**src/rtl/mult_accum.sv**
```systemverilog
// Dot-product multiply-accumulate around an external combinational 4x4 multiplier.
// Ports: in_* operand stream (valid/ready, in_last closes a product), mul_* external
//   multiplier hookup, out_* result (valid/ready) with sum, term count and overflow flag.
// Latency: result valid 2 cycles after the closing transfer; input stalls while a result is pending.
module mult_accum #(
  parameter int ACC_W = 12,
  parameter int CNT_W = 4
) (
  input  logic             clk,
  input  logic             rst_n,
  input  logic             in_valid,
  output logic             in_ready,
  input  logic [3:0]       in_x,
  input  logic [3:0]       in_y,
  input  logic             in_last,
  output logic [3:0]       mul_x,
  output logic [3:0]       mul_y,
  input  logic [7:0]       mul_o,
  output logic             out_valid,
  input  logic             out_ready,
  output logic [ACC_W-1:0] out_acc,
  output logic [CNT_W-1:0] out_count,
  output logic             out_ovf
);

  typedef enum logic [1:0] {
    ACCUM = 2'd0,
    FLUSH = 2'd1,
    OUT   = 2'd2
  } state_t;

  state_t             state_q, state_d;
  logic               s1_valid_q, s1_last_q;
  logic [3:0]         mul_x_q, mul_y_q;
  logic [ACC_W-1:0]   acc_q;
  logic [CNT_W-1:0]   cnt_q;
  logic               ovf_q;
  logic [ACC_W-1:0]   out_acc_q;
  logic [CNT_W-1:0]   out_count_q;
  logic               out_ovf_q;

  logic               xfer;
  logic               close_term;
  logic               cnt_max;
  logic [ACC_W:0]     sum;
  logic [ACC_W-1:0]   acc_upd;
  logic [CNT_W-1:0]   cnt_upd;
  logic               ovf_upd;

  // FSM next state and handshake outputs.
  always_comb begin
    state_d   = state_q;
    in_ready  = 1'b0;
    out_valid = 1'b0;
    case (state_q)
      ACCUM: begin
        // Held low during reset so nothing is accepted while rst_n is asserted.
        in_ready = rst_n;
        if (in_valid && rst_n && in_last) state_d = FLUSH;
      end
      FLUSH: state_d = OUT;
      OUT: begin
        out_valid = 1'b1;
        if (out_ready) state_d = ACCUM;
      end
      default: state_d = ACCUM;
    endcase
  end

  assign xfer = in_valid & in_ready;

  // Stage-1 accumulate: mul_o is the product of the registered operands.
  assign sum     = {1'b0, acc_q} + {{(ACC_W - 7){1'b0}}, mul_o};
  assign cnt_max = &cnt_q;
  assign acc_upd = s1_valid_q ? sum[ACC_W-1:0] : acc_q;
  assign cnt_upd = (s1_valid_q && !cnt_max) ? cnt_q + 1'b1 : cnt_q;
  assign ovf_upd = s1_valid_q ? (ovf_q | sum[ACC_W] | cnt_max) : ovf_q;

  // The closing term sits in stage 1 exactly during FLUSH; its updated totals
  // are captured as the result and the accumulator restarts from zero.
  assign close_term = s1_valid_q & s1_last_q;

  always_ff @(posedge clk) begin
    if (!rst_n) begin
      state_q     <= ACCUM;
      s1_valid_q  <= 1'b0;
      s1_last_q   <= 1'b0;
      mul_x_q     <= '0;
      mul_y_q     <= '0;
      acc_q       <= '0;
      cnt_q       <= '0;
      ovf_q       <= 1'b0;
      out_acc_q   <= '0;
      out_count_q <= '0;
      out_ovf_q   <= 1'b0;
    end else begin
      state_q    <= state_d;
      s1_valid_q <= xfer;
      if (xfer) begin
        mul_x_q   <= in_x;
        mul_y_q   <= in_y;
        s1_last_q <= in_last;
      end
      if (close_term) begin
        out_acc_q   <= acc_upd;
        out_count_q <= cnt_upd;
        out_ovf_q   <= ovf_upd;
        acc_q       <= '0;
        cnt_q       <= '0;
        ovf_q       <= 1'b0;
      end else begin
        acc_q <= acc_upd;
        cnt_q <= cnt_upd;
        ovf_q <= ovf_upd;
      end
    end
  end

  assign mul_x     = mul_x_q;
  assign mul_y     = mul_y_q;
  assign out_acc   = out_acc_q;
  assign out_count = out_count_q;
  assign out_ovf   = out_ovf_q;

endmodule

```
**config.mk**
```make
export PLATFORM = sky130hd
export DESIGN_NAME = mult_accum
export DESIGN_NICKNAME = d
export VERILOG_FILES = /design/src/rtl/mult_accum.sv
export SDC_FILE = /design/constraint.sdc
export NUM_CORES = 1
export LEC_CHECK = 0
export ABC_AREA = 1
export BUFFER_PORTS_ARGS = -buffer_cell sky130_fd_sc_hd__buf_2
export CORE_MARGIN = 8
export CORE_UTILIZATION = 54
export DETAILED_ROUTE_END_ITERATION = 8
export PLACE_DENSITY = 0.83
export SYNTH_ARGS = -nofsm -noshare
export SYNTH_HDL_FRONTEND = slang
export SYNTH_SLANG_ARGS = --single-unit
```
**constraint.sdc**
```tcl
create_clock -name clk -period 1.94 [get_ports clk]
set_input_delay 0.097 -clock clk [delete_from_list [all_inputs] [get_ports clk]]
set_output_delay 0.097 -clock clk [all_outputs]
set_load 0.02 [all_outputs]
```
# ---- After elaboration in Yosys (flattened, before gate mapping)
# Index checks and enable logic that the tools add are counted.
dict set report word_totals {
  ff_bits 46
  in_bits 21
}
dict set report op_classes {
  n_addsub 2
  eq_ne 4
  n_mux 8
  n_bitwise 5
  n_reduce_logical 8
}
# cell n
set ops {}
lappend ops {{$add 12x8->13} 1}
lappend ops {{$mux 12} 1}
lappend ops {{$pmux 2 s3} 1}
lappend ops {{$add 4x1->4 const B} 1}
lappend ops {{$mux 2} 2}
lappend ops {{$mux 4} 1}
lappend ops {{$ne 2x2->1 const B} 2}
lappend ops {{$reduce_and 4->1} 1}
lappend ops {{$logic_and 1x1->1} 3}
lappend ops {{$mux 1} 3}
lappend ops {{$and 1x1->1} 2}
lappend ops {{$eq 2x1->1 const B} 1}
lappend ops {{$eq 2x2->1 const B} 1}
lappend ops {{$logic_not 2->1} 1}
lappend ops {{$or 1x1->1} 2}
lappend ops {{$reduce_and 2->1} 1}
lappend ops {{$reduce_or 2->1} 1}
lappend ops {{$logic_not 1->1} 1}
lappend ops {{$not 1->1} 1}

# ---- Logic depth before layout (Yosys ltp)
dict set report depth {
  ltp_word 4
  ltp_mapped 12
  ltp_nobuf 12
}

# ---- Least setup slack after synthesis
# OpenSTA, ideal clock, no wires.
dict set report synth_timing {
  path_kind {flip-flop to flip-flop}
  start {register acc_q[0]}
  end {register out_acc_q[10] (netlist: out_acc[10])}
  setup_ns 0.112
  t_arrival_ns 1.551
  setup_slack_ns 0.277
  stages_incl_launch_ff 12
  path_buffers 0
  cell_sequence {dfxtp_1 -> ha_1 -> inv_1 -> fa_1 -> o21ai_2 -> nand3_2 -> nand2_2 -> nand3_1 -> nand2_1 -> nand2_1 -> nand2_1 -> nand2_1}
}
dict set report synth_between {
  elab_chain_len 2
}
# element line_no
set synth_lines {}
lappend synth_lines {{from (decl)} 35} ;# logic [ACC_W-1:0] acc_q;
lappend synth_lines {{from (signal assigned)} 112} ;# acc_q <= acc_upd;
lappend synth_lines {{$add 12x8->13} 73} ;# assign sum = {1'b0, acc_q} + {{(ACC_W - 7){1'b0}}, mul_o};
lappend synth_lines {{$mux 12} 75} ;# assign acc_upd = s1_valid_q ? sum[ACC_W-1:0] : acc_q;
lappend synth_lines {{to (signal assigned)} 105} ;# out_acc_q <= acc_upd;
lappend synth_lines {{to (decl)} 38} ;# logic [ACC_W-1:0] out_acc_q;
# No other way between the ends.
# A chain may end at the register's enable or synchronous reset.

# ---- Worst setup path after layout
# Same ends and word-level chain as after synthesis.

==> reports/qor.yml <==
run_status:
  status: "finished, final reports clean"
floorplan:
  core_area_sq_mm: 0.00400
  rows: 23
  die_w_microns: 80.3
  boundaryPins: 48
  start_util_pct: 55.8
  fp.dieH_microns: 80.3
  die_area_sq_mm: 0.00645
place:
  dp_cells: 383
  place_ws_ns: 0.139
  dp_hpwl_microns: 3560
  portBuffers: 47
  dpl_cell_area_sq_mm: 0.00251
  routabilityCongestion: 0.855
clocking:
  cts.sinks: 46
  cts_setup_buffers: 0
  cts_tree: "built"
  clk_path_buf_depth: 2
  htreeDepth: 2
  clk_pin_slew_ns: 0.08
  clock_latency_ns: 0.30
  clockRootBuffer: "clkbuf_8"
  cts_buffers: 5
sta:
  timing.clock.skew_ns: 0.00411
  layout_setup_ws_ns: 0.200
  setup_viol_count_final: 0
  hold_viol_final: 0
  clock.fmax_mhz: 575
  fin_crit_sh_pct: 89.7
  maxSlewHeadroom_pct: 73.2
  setup_tns_ns: 0
  slew_viol_final: 0
  grt_setup_unrepaired: "false"
  fin_worst_hold_slack_ns: 0.0307
  min_period_ns: 1.74
  worstMarginPinSlew_ns: 0.401
synth:
  yosysWarningCount: 0
  syn_avg_cell_area_sq_um: 7.70
  ys_seq_elements: 46
  yosysSeqAreaShare_pct: 41.2
  ys.flop_type: "dfxtp_1"
  synth_enable_flop_cells: 0
  synthDistinctLibCells: 33
  syn_nets: 321
  synth-async-reset-ratio_pct: 0
  synth_area_sq_mm: 0.00223
  syn_inst: 290
cells_and_area:
  num-fill-cells: 366
  syn_to_final_growth_pct: 17.1
  fin_util_pct: 65.4
  nets: 372
  final_cells: 392
  num_antenna_cells: 0
  mostFrequentLayoutCells: "73 x nand2_1, 47 x buf_2, 46 x dfxtp_1, 37 x inv_1, 23 x nor2_1"
  layout-drive-gt1-share_pct: 27.8
  final_common_cell: "nand2_1"
  design_area_sq_mm: 0.00262
power_and_ir_drop:
  power.total_mw: 1.88
  vdd_ir_drop_max_mv: 0.486
  power_leakage_nw: 1.35
  power_density_mw_per_mm2: 719
worst_setup_path:
  worstSetupPathType: "register to register"
  crit_required_ns: 2.15
  critical_path.max_fanout: 4
  crit_path_start_kind: "register"
  setup.worst_path.end_class: "register"
  r2r_cells: 11
  cp.arrival_ns: 1.95
grt:
  grt_pass1_wl_microns: 8020
  grt.total_usage_pct: 15.4
  antenna_found_initial: 0
  first_global_vias: 1929
  gr-total-overflow: 0
  grt_max_degree: 17
flow_run:
  maxCapViolCount: 0
route:
  drc_errors: 0
  vias: 1918
  routed_wl_microns: 4740
  avgRoutedWirePerCell_microns: 12.1
  drtPass1Iterations: 4
  vias_per_cell: 4.89
  antenna_left: 0
  drt_iter0_markers: 113
worst_hold_path:
  min_path_cells: 3
  min_path_type: "primary input to register"
-- report_power, final --
part	total (mW)	switching [mW]	internal, mW
clock	0.579	0.324	0.254
combinational	0.305	0.191	0.115
sequential	0.996	0.0209	0.975
total	1.88	0.536	1.34
-- cells in the mapped netlist, drive strengths merged, types with 3 or more instances --
master	number	area share (%)
a21oi	16	5.3
buf	6	1.5
dfxtp	46	41
ha	9	5.0
inv	41	6.9
nand2	85	16
nand3	22	5.4
nor2	26	4.9
o211ai	7	2.4
o21ai	11	2.8
xor2	3	1.2
-- path summary, 6_finish.rpt --
path	startpoint	end	slack (ns)
hold reg to reg	out_count[3]	out_count[3]	0.45
setup / recovery	acc_q[0]	out_acc[10]	0.20
setup reg to reg	acc_q[0]	out_acc[10]	0.20
hold / removal	in_y[3]	mul_y[3]	0.03
-- state kept, by name, indices dropped and copies added (netlist names), 2 cells and up --
name       cells
acc_q         12
cnt_q          4
mul_x          4
mul_y          4
out_acc       12
out_count      4
state_q        2
-- per-layer routing --
metal	share of wire, %	GRT usage [%]
met3	5.1	5.25
met4	1.2	4.55
met2	48	27.4
met1	45	16.7
met5	0	0
-- worst max-delay path, stage by stage, from the launching register on --
cell and delay [ns]:
dfxtp_1 0.34, ha_2 0.19, inv_1 0.05, fa_2 0.35, o21ai_2 0.17, nand3_2 0.13, nand2_2 0.12, nand3_1 0.07
nand2_1 0.07, nand2_1 0.05, nand2_1 0.05, nand2_1 0.04
-- kinds of logic after synthesis --
logic type / share of synthesized area (%)
compound gates: 12.5
simple gates: 28.8
buf+inv: 9.08
fa+ha+maj: 5.94
xor+xnor: 1.96
flops: 41.2
mux: 0.448
-- repair_timing --
action | in CTS | in global routing
endpoints found under the hold margin | 1 | 0
gates resized for setup | 0 | 2
hold buffers | 1 | 0
setup endpoints to repair | 0 | 1
-- cell type report --
cell class              count  area [sq um]  area share (%)
flip-flops and latches     46           921            35.2
clock buffers               6          72.6            2.78
inverters                  42           170            6.51
multi-input cells         196          1110            42.6
well taps                  50          62.6            2.39
repair buffers             50           260            9.95
clock inverters             2          13.8           0.526
No activity file was read; power rests on OpenSTA's default activity.
